===== src/rtl/screen_console_writer_pkg.sv =====
`default_nettype none
// ============================================================================
// Module   : screen_pkg
// Purpose  : Shared geometry, control-code constants and writer state type
//            for the character-screen console writer.
// Revision : 1.0 - initial release
// ============================================================================
package screen_pkg;

  localparam int COLS         = 128;                  // power of two
  localparam int ROWS         = 80;
  localparam int SCREEN_DEPTH = COLS * ROWS;
  localparam int ADDR_W       = $clog2(SCREEN_DEPTH);
  localparam int COL_W        = $clog2(COLS);
  localparam int ROW_W        = ADDR_W - COL_W;       // cell address is {row, col}
  localparam int COPY_N       = (ROWS - 1) * COLS;    // cells moved by one scroll

  localparam logic [7:0] CH_BS = 8'h08;
  localparam logic [7:0] CH_LF = 8'h0A;
  localparam logic [7:0] CH_FF = 8'h0C;
  localparam logic [7:0] CH_CR = 8'h0D;

  typedef enum logic [1:0] {
    ST_IDLE         = 2'd0,
    ST_SCROLL_COPY  = 2'd1,
    ST_SCROLL_CLEAR = 2'd2,
    ST_CLEAR_ALL    = 2'd3
  } screen_wr_state_t;

endpackage
`default_nettype wire


===== src/rtl/screen_console_writer_if.sv =====
`default_nettype none
// ============================================================================
// Module   : screen_console_writer_if
// Purpose  : Byte-stream handshake plus screen-memory port of the console
//            writer, bundled with cursor/busy status.
//   slave  : the writer (consumes bytes, drives memory port and status)
//   master : the processor / memory side
// Revision : 1.0 - initial release
// ============================================================================
interface screen_console_writer_if;
  import screen_pkg::*;

  logic              in_valid;
  logic [7:0]        in_char;
  logic              in_ready;
  logic              mem_we;
  logic [ADDR_W-1:0] mem_waddr;
  logic [7:0]        mem_wdata;
  logic [ADDR_W-1:0] mem_raddr;
  logic [7:0]        mem_rdata;
  logic [ROW_W-1:0]  cursor_row;
  logic [COL_W-1:0]  cursor_col;
  logic              busy;

  modport slave (
    input  in_valid, in_char, mem_rdata,
    output in_ready, mem_we, mem_waddr, mem_wdata, mem_raddr,
           cursor_row, cursor_col, busy
  );

  modport master (
    output in_valid, in_char, mem_rdata,
    input  in_ready, mem_we, mem_waddr, mem_wdata, mem_raddr,
           cursor_row, cursor_col, busy
  );
endinterface
`default_nettype wire


===== src/rtl/screen_console_writer.sv =====
`default_nettype none
// ============================================================================
// Module   : screen_console_writer
// Purpose  : Consumes ASCII bytes, writes them at the cursor into the screen
//            memory, interprets LF/CR/BS/FF and performs hardware scroll and
//            full-screen clear by sweeping the memory.
// Ports    : clk, rst_n (async, active low), bus (screen_console_writer_if
//            slave: byte handshake, memory write/read port, cursor, busy)
// Revision : 1.0 - initial release
// ============================================================================
module screen_console_writer
  import screen_pkg::*;
(
  input  logic                   clk,
  input  logic                   rst_n,
  screen_console_writer_if.slave bus
);

  localparam logic [ADDR_W-1:0] c_cols     = ADDR_W'(COLS);
  localparam logic [ADDR_W-1:0] c_copy_n   = ADDR_W'(COPY_N);
  localparam logic [ADDR_W-1:0] c_last     = ADDR_W'(SCREEN_DEPTH - 1);
  localparam logic [ROW_W-1:0]  c_row_last = ROW_W'(ROWS - 1);
  localparam logic [COL_W-1:0]  c_col_last = COL_W'(COLS - 1);

  screen_wr_state_t  r_state, w_state_nxt;
  logic [ROW_W-1:0]  r_row, w_row_nxt;
  logic [COL_W-1:0]  r_col, w_col_nxt;
  logic              r_we, w_we_nxt;
  logic [ADDR_W-1:0] r_waddr, w_waddr_nxt;
  logic [7:0]        r_wdata, w_wdata_nxt;
  logic [ADDR_W-1:0] r_raddr, w_raddr_nxt;
  logic [ADDR_W-1:0] r_cnt, w_cnt_nxt;
  logic              r_copy, w_copy_nxt;   // write data comes from read port
  logic              w_newline;
  logic              w_printable;

  assign w_printable = (bus.in_char >= 8'h20) && (bus.in_char <= 8'h7E);

  always_comb begin
    w_state_nxt = r_state;
    w_row_nxt   = r_row;
    w_col_nxt   = r_col;
    w_we_nxt    = 1'b0;
    w_waddr_nxt = r_waddr;
    w_wdata_nxt = r_wdata;
    w_raddr_nxt = r_raddr;
    w_cnt_nxt   = r_cnt;
    w_copy_nxt  = 1'b0;
    w_newline   = 1'b0;

    case (r_state)
      ST_IDLE: begin
        if (bus.in_valid) begin
          if (w_printable) begin
            w_we_nxt    = 1'b1;
            w_waddr_nxt = {r_row, r_col};
            w_wdata_nxt = bus.in_char;
            if (r_col == c_col_last) w_newline = 1'b1;
            else                     w_col_nxt = r_col + COL_W'(1);
          end else begin
            case (bus.in_char)
              CH_LF: w_newline = 1'b1;
              CH_CR: w_col_nxt = '0;
              CH_BS: begin
                if (r_col != '0) begin
                  w_col_nxt   = r_col - COL_W'(1);
                  w_we_nxt    = 1'b1;
                  w_waddr_nxt = {r_row, r_col - COL_W'(1)};
                  w_wdata_nxt = 8'h00;
                end
              end
              CH_FF: begin
                w_row_nxt   = '0;
                w_col_nxt   = '0;
                w_state_nxt = ST_CLEAR_ALL;
                w_we_nxt    = 1'b1;
                w_waddr_nxt = '0;
                w_wdata_nxt = 8'h00;
              end
              default: ;
            endcase
          end

          if (w_newline) begin
            w_col_nxt = '0;
            if (r_row == c_row_last) begin
              // Row 0 is about to be overwritten with row 1: prime the read
              // port so the first source byte arrives one cycle later.
              w_state_nxt = ST_SCROLL_COPY;
              w_cnt_nxt   = '0;
              w_raddr_nxt = c_cols;
            end else begin
              w_row_nxt = r_row + ROW_W'(1);
            end
          end
        end
      end

      ST_SCROLL_COPY: begin
        // Cycle k reads COLS+k; cycle k+1 writes that byte to k.
        if (r_cnt == c_copy_n) begin
          w_state_nxt = ST_SCROLL_CLEAR;
          w_we_nxt    = 1'b1;
          w_waddr_nxt = c_copy_n;
          w_wdata_nxt = 8'h00;
          w_raddr_nxt = '0;
        end else begin
          w_we_nxt    = 1'b1;
          w_waddr_nxt = r_cnt;
          w_copy_nxt  = 1'b1;
          w_cnt_nxt   = r_cnt + ADDR_W'(1);
          // Stop the read address before it runs past the last cell.
          w_raddr_nxt = (r_cnt == c_copy_n - ADDR_W'(1)) ? '0
                                                         : c_cols + r_cnt + ADDR_W'(1);
        end
      end

      ST_SCROLL_CLEAR, ST_CLEAR_ALL: begin
        // The write address itself is the sweep counter.
        if (r_waddr == c_last) begin
          w_state_nxt = ST_IDLE;
          w_waddr_nxt = '0;
        end else begin
          w_we_nxt    = 1'b1;
          w_waddr_nxt = r_waddr + ADDR_W'(1);
          w_wdata_nxt = 8'h00;
        end
      end

      default: w_state_nxt = ST_IDLE;
    endcase
  end

  always_ff @(posedge clk or negedge rst_n) begin
    if (!rst_n) begin
      r_state <= ST_IDLE;
      r_row   <= '0;
      r_col   <= '0;
      r_we    <= 1'b0;
      r_waddr <= '0;
      r_wdata <= 8'h00;
      r_raddr <= '0;
      r_cnt   <= '0;
      r_copy  <= 1'b0;
    end else begin
      r_state <= w_state_nxt;
      r_row   <= w_row_nxt;
      r_col   <= w_col_nxt;
      r_we    <= w_we_nxt;
      r_waddr <= w_waddr_nxt;
      r_wdata <= w_wdata_nxt;
      r_raddr <= w_raddr_nxt;
      r_cnt   <= w_cnt_nxt;
      r_copy  <= w_copy_nxt;
    end
  end

  assign bus.in_ready   = (r_state == ST_IDLE);
  assign bus.busy       = (r_state != ST_IDLE);
  assign bus.mem_we     = r_we;
  assign bus.mem_waddr  = r_waddr;
  // Read data is already registered inside the memory, so copy writes pass
  // it straight through instead of spending another pipeline stage.
  assign bus.mem_wdata  = r_copy ? bus.mem_rdata : r_wdata;
  assign bus.mem_raddr  = r_raddr;
  assign bus.cursor_row = r_row;
  assign bus.cursor_col = r_col;

endmodule
`default_nettype wire


===== src/flat_wrapper.sv =====
// flat-port wrapper written by rule: the top's interface ports become plain ports
module screen_console_writer_flat import screen_pkg::*;
  (clk, rst_n, bus_in_valid, bus_in_char, bus_mem_rdata, bus_in_ready, bus_mem_we, bus_mem_waddr, bus_mem_wdata, bus_mem_raddr, bus_cursor_row, bus_cursor_col, bus_busy);
  screen_console_writer_if bus_i ();
  input  logic clk;
  input  logic rst_n;
  input wire logic [$bits(bus_i.in_valid)-1:0] bus_in_valid;
  input wire logic [$bits(bus_i.in_char)-1:0] bus_in_char;
  input wire logic [$bits(bus_i.mem_rdata)-1:0] bus_mem_rdata;
  output wire logic [$bits(bus_i.in_ready)-1:0] bus_in_ready;
  output wire logic [$bits(bus_i.mem_we)-1:0] bus_mem_we;
  output wire logic [$bits(bus_i.mem_waddr)-1:0] bus_mem_waddr;
  output wire logic [$bits(bus_i.mem_wdata)-1:0] bus_mem_wdata;
  output wire logic [$bits(bus_i.mem_raddr)-1:0] bus_mem_raddr;
  output wire logic [$bits(bus_i.cursor_row)-1:0] bus_cursor_row;
  output wire logic [$bits(bus_i.cursor_col)-1:0] bus_cursor_col;
  output wire logic [$bits(bus_i.busy)-1:0] bus_busy;
  assign bus_i.in_valid = bus_in_valid;
  assign bus_i.in_char = bus_in_char;
  assign bus_i.mem_rdata = bus_mem_rdata;
  assign bus_in_ready = bus_i.in_ready;
  assign bus_mem_we = bus_i.mem_we;
  assign bus_mem_waddr = bus_i.mem_waddr;
  assign bus_mem_wdata = bus_i.mem_wdata;
  assign bus_mem_raddr = bus_i.mem_raddr;
  assign bus_cursor_row = bus_i.cursor_row;
  assign bus_cursor_col = bus_i.cursor_col;
  assign bus_busy = bus_i.busy;
  screen_console_writer u_core (.clk(clk), .rst_n(rst_n), .bus(bus_i));
endmodule

===== config.mk =====
export PLATFORM = sky130hd
export DESIGN_NAME = screen_console_writer_flat
export DESIGN_NICKNAME = d
export VERILOG_FILES = /design/src/rtl/screen_console_writer_pkg.sv /design/src/rtl/screen_console_writer_if.sv /design/src/rtl/screen_console_writer.sv /design/src/flat_wrapper.sv
export SDC_FILE = /design/constraint.sdc
export NUM_CORES = 1
export LEC_CHECK = 0
export BUFFER_PORTS_ARGS = -buffer_cell sky130_fd_sc_hd__clkbuf_2
export CAP_MARGIN = 20
export CORE_UTILIZATION = 51
export DETAILED_ROUTE_END_ITERATION = 6
export GPL_ROUTABILITY_DRIVEN = 0
export PLACE_DENSITY = 0.76
export SLEW_MARGIN = 10
export SYNTH_ARGS = -nofsm -noshare
export SYNTH_HDL_FRONTEND = slang
export SYNTH_SLANG_ARGS = --single-unit

===== constraint.sdc =====
create_clock -name clk -period 2.1 [get_ports clk]
set_clock_uncertainty 0.1 [all_clocks]
set_input_delay 0.42 -clock clk [delete_from_list [all_inputs] [get_ports clk]]
set_output_delay 0.42 -clock clk [all_outputs]
set_load 0.01 [all_outputs]

=== Word-level counts from Yosys, hierarchy flattened ===
Cells that the tools add are included.

* Register bits: 68
* Input port bits: 19
* Output and inout bits: 53

* $add $sub $neg: 7
* $lt $le $gt $ge: 2
* Eq/ne operators: 23
* Muxes and demuxes: 56
* Reduce and logical (&&, ||, !) cells: 15

{| class="wikitable"
|+ Operators with widths
! kind !! number
|-
| $mux 14 || 14
|-
| $pmux 14 s2 || 3
|-
| $mux 7 || 8
|-
| $mux 8 || 6
|-
| $add 14x1->14 const B || 3
|-
| $eq 14x14->1 const B || 3
|-
| $pmux 14 s3 || 1
|-
| $eq 8x4->1 const B || 4
|-
| $pmux 8 s3 || 1
|-
| $pmux 8 s2 || 1
|-
| $reduce_and 5->1 || 3
|-
| $add 7x1->7 const B || 2
|-
| $add 8x14->14 const A || 1
|-
| $eq 7x7->1 const B || 2
|-
| $mux 2 || 7
|-
| $pmux 7 s2 || 1
|-
| $mux 1 || 11
|-
| $ge 8x6->1 const B || 1
|-
| $le 8x7->1 const B || 1
|-
| $ne 2x1->1 const B || 4
|-
| $ne 4x1->1 const B || 2
|-
| $reduce_bool 7->1 || 1
|-
| $sub 7x1->7 const B || 1
|-
| $ne 2x2->1 const B || 3
|-
| other kinds (15) || 19
|}

=== Depth between registers and ports, before layout ===
* Word-level depth: 8
* Mapped depth: 11
* Mapped depth without buffers: 8

=== Least setup slack after synthesis ===
OpenSTA, ideal clock, no wires.

* Kind: input -> register
* From: in bus_in_char[1]
* To: reg u_core.r_waddr[0], in the netlist u_core.bus.mem_waddr[0]
* Setup time: 0.142 ns
* Arrival: 2.159 ns
* Data required time: 1.858 ns
* Setup slack: -0.301 ns
* Stages on the path: 9
* Buffers on the path: 3
* Cells stage by stage: buf_2 -> or4b_1 -> a211oi_2 -> o31ai_1 -> and2_1 -> buf_2 -> buf_6 -> a21oi_1 -> o221ai_1

* Cells in the longest elaborated chain, start to end: 5

{| class="wikitable"
|+ RTL lines
! item !! RTL line !! text
|-
| from (decl) || flat_wrapper.sv:8 || <nowiki>input wire logic [$bits(bus_i.in_char)-1:0] bus_in_char;</nowiki>
|-
| $ge 8x6->1, or another cell as far along || screen_console_writer.sv:37 || <nowiki>assign w_printable = (bus.in_char >= 8'h20) && (bus.in_char <= 8'h7E);</nowiki>
|-
| $logic_and 1x1->1 / $pmux 14 s2 (equally long branches) || screen_console_writer.sv:37, screen_console_writer.sv:61 ||
|-
| $mux 14 || screen_console_writer.sv:54 || <nowiki>if (w_printable) begin</nowiki>
|-
| $mux 14 || screen_console_writer.sv:53 || <nowiki>if (bus.in_valid) begin</nowiki>
|-
| $pmux 14 s3 || screen_console_writer.sv:51 || <nowiki>case (r_state)</nowiki>
|-
| to (signal assigned) || screen_console_writer.sv:150 || <nowiki>r_waddr <= w_waddr_nxt;</nowiki>
|-
| to (decl) || screen_console_writer.sv:29 || <nowiki>logic [ADDR_W-1:0] r_waddr, w_waddr_nxt;</nowiki>
|}

Parallel ways exist; a longest one is shown, timed or not. The select of a mux whose other input is x is not followed.
A chain may end at the register's enable or synchronous reset.

=== Worst setup path in the final report ===
* From: in bus_in_char[7]
* To: reg u_core.r_waddr[2], in the netlist u_core.bus.mem_waddr[2]

The elaborated chain is that of the path after synthesis.

==> qor.csv <==
metric,value,unit
share of post-route cells with drive strength above 1,44.3,%
worst slew pin tran,0.562,ns
biggest area contributors in the synthesized netlist,"sky130_fd_sc_hd__dfrtp_1 (40%), sky130_fd_sc_hd__nand2_1 (4.2%), sky130_fd_sc_hd__mux2_2 (3.7%)",
total core area,8180,µm²
Avg Vias per Cell,6.26,
Port Buf Inserts,71,
worst slew margin relative to its limit,62.0,%
launch instance of the worst register-to-register path,u_core.r_cnt[12],
DR pass1 iterations,5,
deepest clock path buffer count,2,
max-slew violation total from the final report,0,
top_reg_cell synth,sky130_fd_sc_hd__dfrtp_1,
Top Ports,72,
1st-iter DRT viols,659,
Clock Root Buffer,sky130_fd_sc_hd__clkbuf_8,
"Clk Latency, worst-skew pair",0.36,ns
clk sink count,68,
number of levels in the clock H-tree,3,
sequential fraction of the synthesis area,39.5,%
die area,8820,µm²
fin crit period,2.24,ns
P&R area growth vs syn,42.3,%
starting density of the core,52.7,%
share of power burned in the clock network,44.1,%
width of the chip,93.9,µm
Max Freq,447,MHz
Post-Layout Cell Count,760,
CTS tree,done,
pwr/cell area,425,nW/µm²
number of core rows,33,
post-synthesis register bit count,68,
Synthesized Nets,508,
DRC violations left,0,
pre-CTS WS,-0.454,ns
initial antenna violation count,0,
number of placed instances with taps included,731,
max_cap viols,0,
critical path startpoint category,primary input,
number of antenna cells inserted,0,
Yosys top cell by area,sky130_fd_sc_hd__dfrtp_1,
Cell Int Power,0.00198,W
"Max FO, Critical Path",5,
sequential cell fraction of total power,50.2,%
slack of the critical path,-0.137,ns
"Avg Cell Area, Syn",8.94,µm²
kind of capture point of the worst setup path,flop,
pin count of the biggest net entering global routing,69,
Overall Global Routing Usage,31.2,%
final routed wirelength across all metal layers,14.2,mm
Worst Min Path Start,bus_in_char[5],
unrepaired setup endpoints after global routing,true,
synthesized instance count,482,
wire length of the first global-routing pass,21.3,mm
critical path buffer and inverter count,3,
fin util,75.0,%
die height,93.9,µm
dominant cell type by count on the critical path,sky130_fd_sc_hd__buf_6,
overflow left after global routing,0,
number of global-route vias before repair,4437,
number of vias in the routed layout,4756,
switching power share of the total,24.0,%
cell-by-cell listing of the critical path,"buf_6, or4_4, buf_6, nor4_4, buf_4, o21ai_1, a32oi_1, a31o_2, nand2_1",
cell depth of the worst min-delay path,4,
end of the worst register-to-register path,u_core.bus.mem_waddr[1],
crit share post-route,107,%
Tightest Hold Check Type,in2reg,
antenna-violating nets left,0,
Wirelength per Cell,18.7,µm
largest incremental delay on the critical path,0.58,ns
critical path start-end classification,in2reg,
Final Hold Vio Count,0,
"Endpoint, Worst Hold",u_core.r_wdata[5],
count of flip-flops with a built-in enable after synthesis,0,
top cell type's share of synthesized area,39.5,%
Detail Placement HPWL,9.40,mm
Total Nets Final,676,
post-synthesis instance area,4310,µm²
Max VDD drop,0.301,mV
clock input transition at the sequential cells of the worst setup and hold paths,0.08,ns
Fin Setup TNS,-1.67,ns
FF-to-FF setup slack,-0.04,ns
number of buffers added by the clock tree synthesis step,9,
Critical-path top delay cell,sky130_fd_sc_hd__or4_4,
count of cell types in the netlist,68,
violations in the final reports,negative setup slack,
number of warnings reported in the yosys synthesis log,0,
Comb pwr share,5.7,%
family with the most delay on the worst path,simple AND/OR/NAND/NOR gates,
result of the run,"finished, violations left",
R2R depth,7,
arrival time of the worst setup path,2.38,ns
switching component of the power,0.000625,W
async set-or-reset flop fraction in the synthesized netlist,100,%
Setup-failing EPs final,33,
required time of the worst setup path,2.25,ns
static leakage power,2.90,nW
==> how the worst max path moves through the flow <==
stage                   start                       to  slack, ns  cells after the start
2_1_floorplan  bus_in_char[4]         u_core.r_cnt[11]      -0.29                      7
3_3_place_gp   bus_in_char[4]  u_core.bus.mem_waddr[6]      -0.40                      7
3_5_place_dp   bus_in_char[4]  u_core.bus.mem_waddr[6]      -0.45                      7
4_1_cts        bus_in_char[4]          u_core.r_cnt[6]      -0.01                      7
5_1_grt        bus_in_char[7]  u_core.bus.mem_waddr[4]      -0.13                      9
6_report       bus_in_char[7]  u_core.bus.mem_waddr[2]      -0.14                      9
==> cells by family after synthesis <==
kind of cell / count (synthesis) / synth area share, %
buffers and inverters: 48 / 4.79
AND/OR/NAND/NOR: 173 / 20.8
adder cells (fa/ha/maj): 7 / 2.03
flip-flops: 68 / 39.5
multiplexers: 19 / 4.82
XOR/XNOR: 22 / 4.47
AO/OA/AOI/OAI: 145 / 23.6
==> worst min-delay path: cells and delay by family <==
kind	cells	cell delay, ns
simple gates	1	0.06
mux	1	0.06
buf+inv	2	0.22
==> layout by cell type, fill, tap and decap left out, types with 14 or more instances in the layout <==
master and n:
sky130_fd_sc_hd__buf_4 110, sky130_fd_sc_hd__clkbuf_2 69, sky130_fd_sc_hd__dfrtp_1 68, sky130_fd_sc_hd__nand2_1 46, sky130_fd_sc_hd__nor2_1 32, sky130_fd_sc_hd__nand3_1 18, sky130_fd_sc_hd__a21oi_1 18, sky130_fd_sc_hd__o21ai_1 17
sky130_fd_sc_hd__inv_1 15, sky130_fd_sc_hd__o21ai_0 14
==> through the flow <==
| step | power, W | cell area, µm² | hold slack, ns |
|---|---|---|---|
| floorplan | 0.00137 | 4400 | 0.0244 |
| global placement | 0.00146 | 5570 | 0.365 |
| detailed placement | 0.00146 | 5570 | 0.375 |
| CTS | 0.00259 | 5860 | 0.333 |
| global route | 0.00267 | 6130 | 0.376 |
| finish | 0.00260 | 6130 | 0.336 |
==> cell type report <==
class                      instances  area (µm²)
multi-input combinational        366        2720
fill                             583        2050
sequential                        68        1700
timing repair buffer             189        1310
clock buffer                      12         155
tap                              105         131
inverter                          16        60.1
clock inverter                     4        47.5
==> synth_stat cells, types with 10 or more instances <==
cell / count
sky130_fd_sc_hd__and3_1: 13
sky130_fd_sc_hd__a21oi_1: 25
sky130_fd_sc_hd__o21ai_0: 25
sky130_fd_sc_hd__nand2_1: 48
sky130_fd_sc_hd__clkbuf_1: 21
sky130_fd_sc_hd__xnor2_1: 13
sky130_fd_sc_hd__nand4_1: 10
sky130_fd_sc_hd__nor2_1: 36
sky130_fd_sc_hd__nor3_1: 10
sky130_fd_sc_hd__dfrtp_1: 68
sky130_fd_sc_hd__mux2_2: 14
sky130_fd_sc_hd__o2bb2ai_1: 11
sky130_fd_sc_hd__nand3_1: 20
sky130_fd_sc_hd__inv_1: 16
==> registers in the layout (all words and copies together) (netlist names) <==
name / count
u_core.bus.mem_raddr: 14
u_core.bus.cursor_row: 7
u_core.bus.cursor_col: 7
u_core.r_wdata: 8
u_core.r_state: 2
u_core.r_copy: 1
u_core.bus.mem_waddr: 14
u_core.bus.mem_we: 1
u_core.r_cnt: 14
==> power by group through the flow <==
stage / clock network [W] / logic, W / registers, W
6_report: 0.00115 / 0.000148 / 0.00131
5_1_grt: 0.00120 / 0.000160 / 0.00131
4_1_cts: 0.00115 / 0.000133 / 0.00131
3_5_place_dp: 0 / 0.000129 / 0.00133
3_3_place_gp: 0 / 0.000126 / 0.00133
2_1_floorplan: 0 / 0.0000361 / 0.00133
==> timing repair <==
item / in CTS / in global routing
cloned: 0 / 0
hold buffers: 1 / 0
resized for setup: 6 / 61
pin swaps: 2 / 19
endpoints found under the hold margin: 31 / 0
endpoints found under the setup margin: 20 / 59
buffers inserted: 6 / 6
==> routing by layer <==
layer	global-route usage [%]	part of all wire (%)
met1	40.6	40
met4	11.2	3.8
met3	5.34	8.7
met2	52.1	48
met5	0	0
No activity file was read; power rests on OpenSTA's default activity.
